**src/rtl/router_pkg.sv**
```systemverilog
// Shared types and constants for the 1x3 router output-side control.
// Address, port count and per-port read-timeout state definitions.
package router_pkg;

  typedef logic [1:0] addr_t;

  localparam addr_t ADDR_NONE       = 2'b11;
  localparam int    NUM_PORTS       = 3;
  localparam int    TIMEOUT_DEFAULT = 30;

  typedef enum logic {TO_IDLE, TO_COUNT} to_state_t;

  function automatic logic [NUM_PORTS-1:0] addr_onehot(input addr_t a);
    logic [NUM_PORTS-1:0] oh;
    oh = '0;
    unique case (1'b1)
      (a == 2'd0): oh = 3'b001;
      (a == 2'd1): oh = 3'b010;
      (a == 2'd2): oh = 3'b100;
      default:     oh = 3'b000;
    endcase
    return oh;
  endfunction

endpackage

```
**src/rtl/router_timeout_ctr.sv**
```systemverilog
// Per-port read timeout: a registered one-cycle soft reset fires after
// TIMEOUT_CYCLES consecutive cycles of valid data with no read.
module router_timeout_ctr
  import router_pkg::*;
#(
  parameter int TIMEOUT_CYCLES = TIMEOUT_DEFAULT,
  parameter int CNT_W          = 8
) (
  input  logic clk,
  input  logic rst,
  input  logic vld,
  input  logic rd_en,
  output logic soft_rst
);

  localparam logic [CNT_W-1:0] LAST = CNT_W'(TIMEOUT_CYCLES - 1);

  to_state_t        r_state;
  logic [CNT_W-1:0] r_cnt;
  logic             r_soft_rst;
  logic             w_stall;

  assign w_stall  = vld & ~rd_en;
  assign soft_rst = r_soft_rst;

  // The pulse cycle itself is not counted; counting resumes after it.
  always_ff @(posedge clk or negedge rst) begin
    if (!rst) begin
      r_state    <= TO_IDLE;
      r_cnt      <= '0;
      r_soft_rst <= 1'b0;
    end else begin
      r_soft_rst <= 1'b0;
      unique case (r_state)
        TO_IDLE: begin
          if (w_stall && !r_soft_rst) begin
            r_state <= TO_COUNT;
            r_cnt   <= CNT_W'(1);
          end else begin
            r_cnt <= '0;
          end
        end
        TO_COUNT: begin
          if (!w_stall) begin
            r_state <= TO_IDLE;
            r_cnt   <= '0;
          end else if (r_cnt == LAST) begin
            r_state    <= TO_IDLE;
            r_cnt      <= '0;
            r_soft_rst <= 1'b1;
          end else begin
            r_cnt <= r_cnt + CNT_W'(1);
          end
        end
        default: begin
          r_state <= TO_IDLE;
          r_cnt   <= '0;
        end
      endcase
    end
  end

endmodule

```
**src/rtl/router_sync_ctrl.sv**
```systemverilog
// Router output-side synchroniser: address latch, write steering, full mux,
// valid outputs and per-port read timeouts. Option: ROUTER_SYNC_STATS_EN.
module router_sync_ctrl
  import router_pkg::*;
#(
  parameter int TIMEOUT_CYCLES = TIMEOUT_DEFAULT,
  parameter int CNT_W          = 8
) (
  input  logic       clk,
  input  logic       rst,
  input  logic       detect_addr,
  input  logic [1:0] din,
  input  logic       wr_en_req,
  input  logic       rd_en_0,
  input  logic       rd_en_1,
  input  logic       rd_en_2,
  input  logic       fifo_empty_0,
  input  logic       fifo_empty_1,
  input  logic       fifo_empty_2,
  input  logic       fifo_full_0,
  input  logic       fifo_full_1,
  input  logic       fifo_full_2,
  output logic [2:0] wr_en,
  output logic       fifo_full,
  output logic       vld_out_0,
  output logic       vld_out_1,
  output logic       vld_out_2,
  output logic       soft_rst_0,
  output logic       soft_rst_1,
  output logic       soft_rst_2
`ifdef ROUTER_SYNC_STATS_EN
  ,
  output logic [7:0] soft_rst_cnt
`endif
);

  addr_t                r_addr;
  logic [NUM_PORTS-1:0] w_vld;
  logic [NUM_PORTS-1:0] w_rd;
  logic [NUM_PORTS-1:0] w_srst;

  assign w_vld = ~{fifo_empty_2, fifo_empty_1, fifo_empty_0};
  assign w_rd  = {rd_en_2, rd_en_1, rd_en_0};

  assign vld_out_0  = w_vld[0];
  assign vld_out_1  = w_vld[1];
  assign vld_out_2  = w_vld[2];
  assign soft_rst_0 = w_srst[0];
  assign soft_rst_1 = w_srst[1];
  assign soft_rst_2 = w_srst[2];

  always_ff @(posedge clk or negedge rst) begin
    if (!rst) begin
      r_addr <= ADDR_NONE;
    end else if (detect_addr) begin
      r_addr <= din;
    end
  end

  // A FIFO being soft-reset must not accept a write in the same cycle.
  always_comb begin
    wr_en = '0;
    if (wr_en_req) begin
      wr_en = addr_onehot(r_addr) & ~w_srst;
    end
  end

  always_comb begin
    fifo_full = 1'b0;
    unique case (1'b1)
      (r_addr == 2'd0): fifo_full = fifo_full_0;
      (r_addr == 2'd1): fifo_full = fifo_full_1;
      (r_addr == 2'd2): fifo_full = fifo_full_2;
      default:          fifo_full = 1'b0;
    endcase
  end

  for (genvar gi = 0; gi < NUM_PORTS; gi++) begin : g_to
    router_timeout_ctr #(
      .TIMEOUT_CYCLES(TIMEOUT_CYCLES),
      .CNT_W         (CNT_W)
    ) u_to (
      .clk     (clk),
      .rst     (rst),
      .vld     (w_vld[gi]),
      .rd_en   (w_rd[gi]),
      .soft_rst(w_srst[gi])
    );
  end

`ifdef ROUTER_SYNC_STATS_EN
  logic [7:0] r_stat;
  logic [1:0] w_npulse;
  logic [8:0] w_sum;

  assign w_npulse = 2'(w_srst[0]) + 2'(w_srst[1]) + 2'(w_srst[2]);
  assign w_sum    = {1'b0, r_stat} + 9'(w_npulse);

  always_ff @(posedge clk or negedge rst) begin
    if (!rst) begin
      r_stat <= '0;
    end else begin
      r_stat <= w_sum[8] ? 8'hFF : w_sum[7:0];
    end
  end

  assign soft_rst_cnt = r_stat;
`endif

endmodule

```
**config.mk**
```make
export PLATFORM = sky130hd
export DESIGN_NAME = router_sync_ctrl
export DESIGN_NICKNAME = d
export VERILOG_FILES = /design/src/rtl/router_pkg.sv /design/src/rtl/router_timeout_ctr.sv /design/src/rtl/router_sync_ctrl.sv
export SDC_FILE = /design/constraint.sdc
export NUM_CORES = 1
export LEC_CHECK = 0
export CORE_AREA = 2 2 56 58
export DETAILED_ROUTE_END_ITERATION = 7
export DIE_AREA = 0 0 58 60
export DONT_BUFFER_PORTS = 1
export PLACE_DENSITY = 0.78
export SLEW_MARGIN = 20
export SYNTH_ARGS = -nofsm -noshare
export SYNTH_HDL_FRONTEND = slang
export SYNTH_SLANG_ARGS = --single-unit
export TNS_END_PERCENT = 100
```
**constraint.sdc**
```tcl
create_clock -name clk -period 2.8 [get_ports clk]
set_clock_uncertainty 0.15 [all_clocks]
set_input_delay 0.56 -clock clk [delete_from_list [all_inputs] [get_ports clk]]
set_output_delay 0.56 -clock clk [all_outputs]
set_load 0.01 [all_outputs]
```
==> results.py <==
metrics = {
    "global_route": {
        "grt_pass1_vias": 1162,
        "track_usage": 0.197,
        "grt_max_degree": 33,
        "grt_pass1_wl_um": 5030,
        "grt_remaining_overflow": 0,
        "antenna_found_initial": 0,
    },
    "hold_path": {
        "hold_path.class": "primary input to register",
        "holdCritStartpoint": "fifo_empty_2",
    },
    "timing": {
        "fin_setup_tns_ps": 0,
        "rsz0062_at_grt": "no",
        "fmax_mhz": 484,
        "fin_crit_sh": 0.738,
        "maxSlewViolCount": 0,
        "tightest_slew_ps": 617,
        "period_minus_slack_ps": 2070,
        "whs_ps": 138,
        "slew_headroom": 0.586,
        "finalHoldViolCount": 0,
        "finalSetupViolCount": 0,
        "fin_ws_ps": 732,
    },
    "logic_synthesis": {
        "async_flop_share": 1.00,
        "syn_nets": 183,
        "synthFlopType": "dfrtp_1",
        "ys_types": 39,
        "synth_mux_area_frac": 0.0200,
        "synth_edf_count": 0,
        "postSynthCellCount": 162,
        "synthesis.area_mm2": 0.00163,
        "ys_warn_count": 0,
        "synth-simple-area-share": 0.236,
        "synth_top_family_by_area": "simple AND/OR/NAND/NOR gates",
        "ys_top_cells_by_count": "30 x dfrtp_1, 15 x o21ai_0, 13 x nand2_1, 11 x a21oi_1",
        "synth_seq_area_share": 0.494,
        "synthXorXnorAreaFrac": 0.0162,
        "synth.top_cell.area_share": 0.462,
        "synth_adder_area_share": 0.0462,
        "synthTopCellsByArea": "dfrtp_1 46%, ha_1 4.6%, o21ai_0 4.6%",
        "syn_area_per_cell_um2": 10.0,
        "synth-compound-area-share": 0.158,
        "yosys.cell_count.top_type": "dfrtp_1",
        "ys_ff_latch": 32,
        "synth_area_leader_cell": "dfrtp_1",
    },
    "layout": {
        "antennaDiodeCount": 0,
        "final_cell_count_no_fill": 204,
        "drive_gt1_frac": 0.0994,
        "nFillCells": 261,
        "areaGrowthSynthToFinish_pct": 7.47,
        "final_nets": 191,
    },
    "placed_design": {
        "routabilityCongestion": 0.843,
        "dp_hpwl_um": 2240,
        "place_ws_ps": 1040,
        "io_buffers": 0,
        "place_inst": 194,
    },
    "clocking": {
        "clk_pin_slew_ps": 100,
        "tritoncts": "yes",
        "clk_latency_ps": 330,
        "clock_tree.root_cell": "clkbuf_4",
        "htree_levels": 2,
        "cts_hold_buf": 2,
        "cts_sinks": 32,
        "cts_buffers": 5,
        "clockBufferDepth": 2,
        "ctsResizeCount": 0,
        "post_cts_buffers": 0,
    },
    "worst_setup_path": {
        "r2r_setup_slack_ps": 1010,
        "cp.required_ps": 2090,
        "worstSetupStartpoint": "r_addr[0]",
        "crit_slowest_cell": "dfstp_2",
        "r2r_start": "g_to[1].u_to.r_cnt[1]",
        "path_buf_inv": 0,
        "critPathMaxStageDelay_ps": 580,
        "worstPathMaxFanout": 6,
        "critPathTopFamily": "flip-flops",
        "critPathKind": "register to output pin",
        "startpoint_type": "register",
        "critPathArrivalTime_ps": 1360,
        "crit_chain": "nor4bb_1",
        "cp-end-kind": "output pin",
    },
    "pwr": {
        "power.leakage_uw": 0.000678,
        "report.power.total_uw": 805,
        "ir_worst_vdd_mv": 0.364,
        "p_per_area_mw_per_mm2": 461,
    },
    "floorplanning": {
        "fp-row-count": 20,
        "start_util": 0.560,
        "die_area_mm2": 0.00348,
        "die_y_um": 60,
        "core_mm2": 0.00290,
        "num_io_pins": 25,
        "die_w_um": 58,
    },
    "routing": {
        "wl_per_cell_um": 14.9,
        "drcViolationCount": 0,
        "via_count": 1250,
        "detail-route-antenna-nets": 0,
        "routed_wl_um": 3050,
        "drt-pass1-iter-count": 4,
        "drtIter0Drc": 51,
        "via_per_inst": 6.13,
    },
    "job": {
        "max_cap_violations": 0,
    },
    "status": {
        "status": "finished, final reports clean",
    },
}
-- flip-flops by register name, summed over array words and instances (netlist names) --
name	count
r_addr	2
g_to.u_to.r_cnt	24
g_to.u_to.soft_rst	3
g_to.u_to.r_state	3
-- routing by layer --
metal	global-route usage	vias to the layer above	wire length, µm
met5	0	-	0
met4	0.0963	0	62
met3	0.0693	6	174
met2	0.323	30	1460
met1	0.232	594	1360
li1	-	620	-
-- worst paths after layout --
check / to / cells after the start
min in group asynchronous: g_to[2].u_to.r_cnt[5] / 2
worst max register to register: g_to[1].u_to.r_cnt[0] / 5
max in group asynchronous: r_addr[1] / 2
worst min-delay path: g_to[2].u_to.r_state / 1
worst min register to register: g_to[1].u_to.r_state / 1
worst max-delay path: wr_en[1] / 1
-- cells in the final DEF (no fill, tap or decap), types with 2 or more instances in the layout --
master,count
mux2_2,2
clkbuf_4,5
dfstp_2,2
nor2_1,7
or4b_1,3
xnor2_1,3
a31oi_1,5
nand3_1,2
dfrtp_1,30
clkinv_2,2
nor3b_1,2
o31ai_1,2
o21ai_0,15
nor3_1,10
a21oi_1,11
nand3_2,2
nand3b_1,2
nor2b_1,3
ha_1,6
nor4b_1,3
a21boi_0,2
a311oi_1,2
or4_1,4
nand2_1,13
inv_1,10
or3_1,4
or2_2,2
nand2b_1,2
-- cell type report --
cell class                 count  area, µm²  share of cell area
clock buffer                   6       51.3              0.0294
sequential                    32        803               0.460
timing repair buffer           2       30.0              0.0172
tap                           33       41.3              0.0236
multi-input combinational    119        773               0.443
clock inverter                 2       10.0             0.00573
inverter                      10       37.5              0.0215
-- power by group --
| part | switching, µW | internal [µW] |
|---|---|---|
| Sequential | 10.7 | 472 |
| Combinational | 28.3 | 20.3 |
| Clock | 154 | 119 |
-- logic make-up after synthesis --
group	count (synthesis)
simple gates	64
compound gates	43
flops	32
buf+inv	11
fa+ha+maj	6
xor+xnor	3
mux	3
-- through the flow --
step	utilization	instance area [µm²]
floorplan	-	1630
global placement	0.570	1660
detailed placement	0.570	1660
CTS	0.602	1750
global route	0.602	1750
finish	0.602	1750
Power figures use the tool's default switching activity.
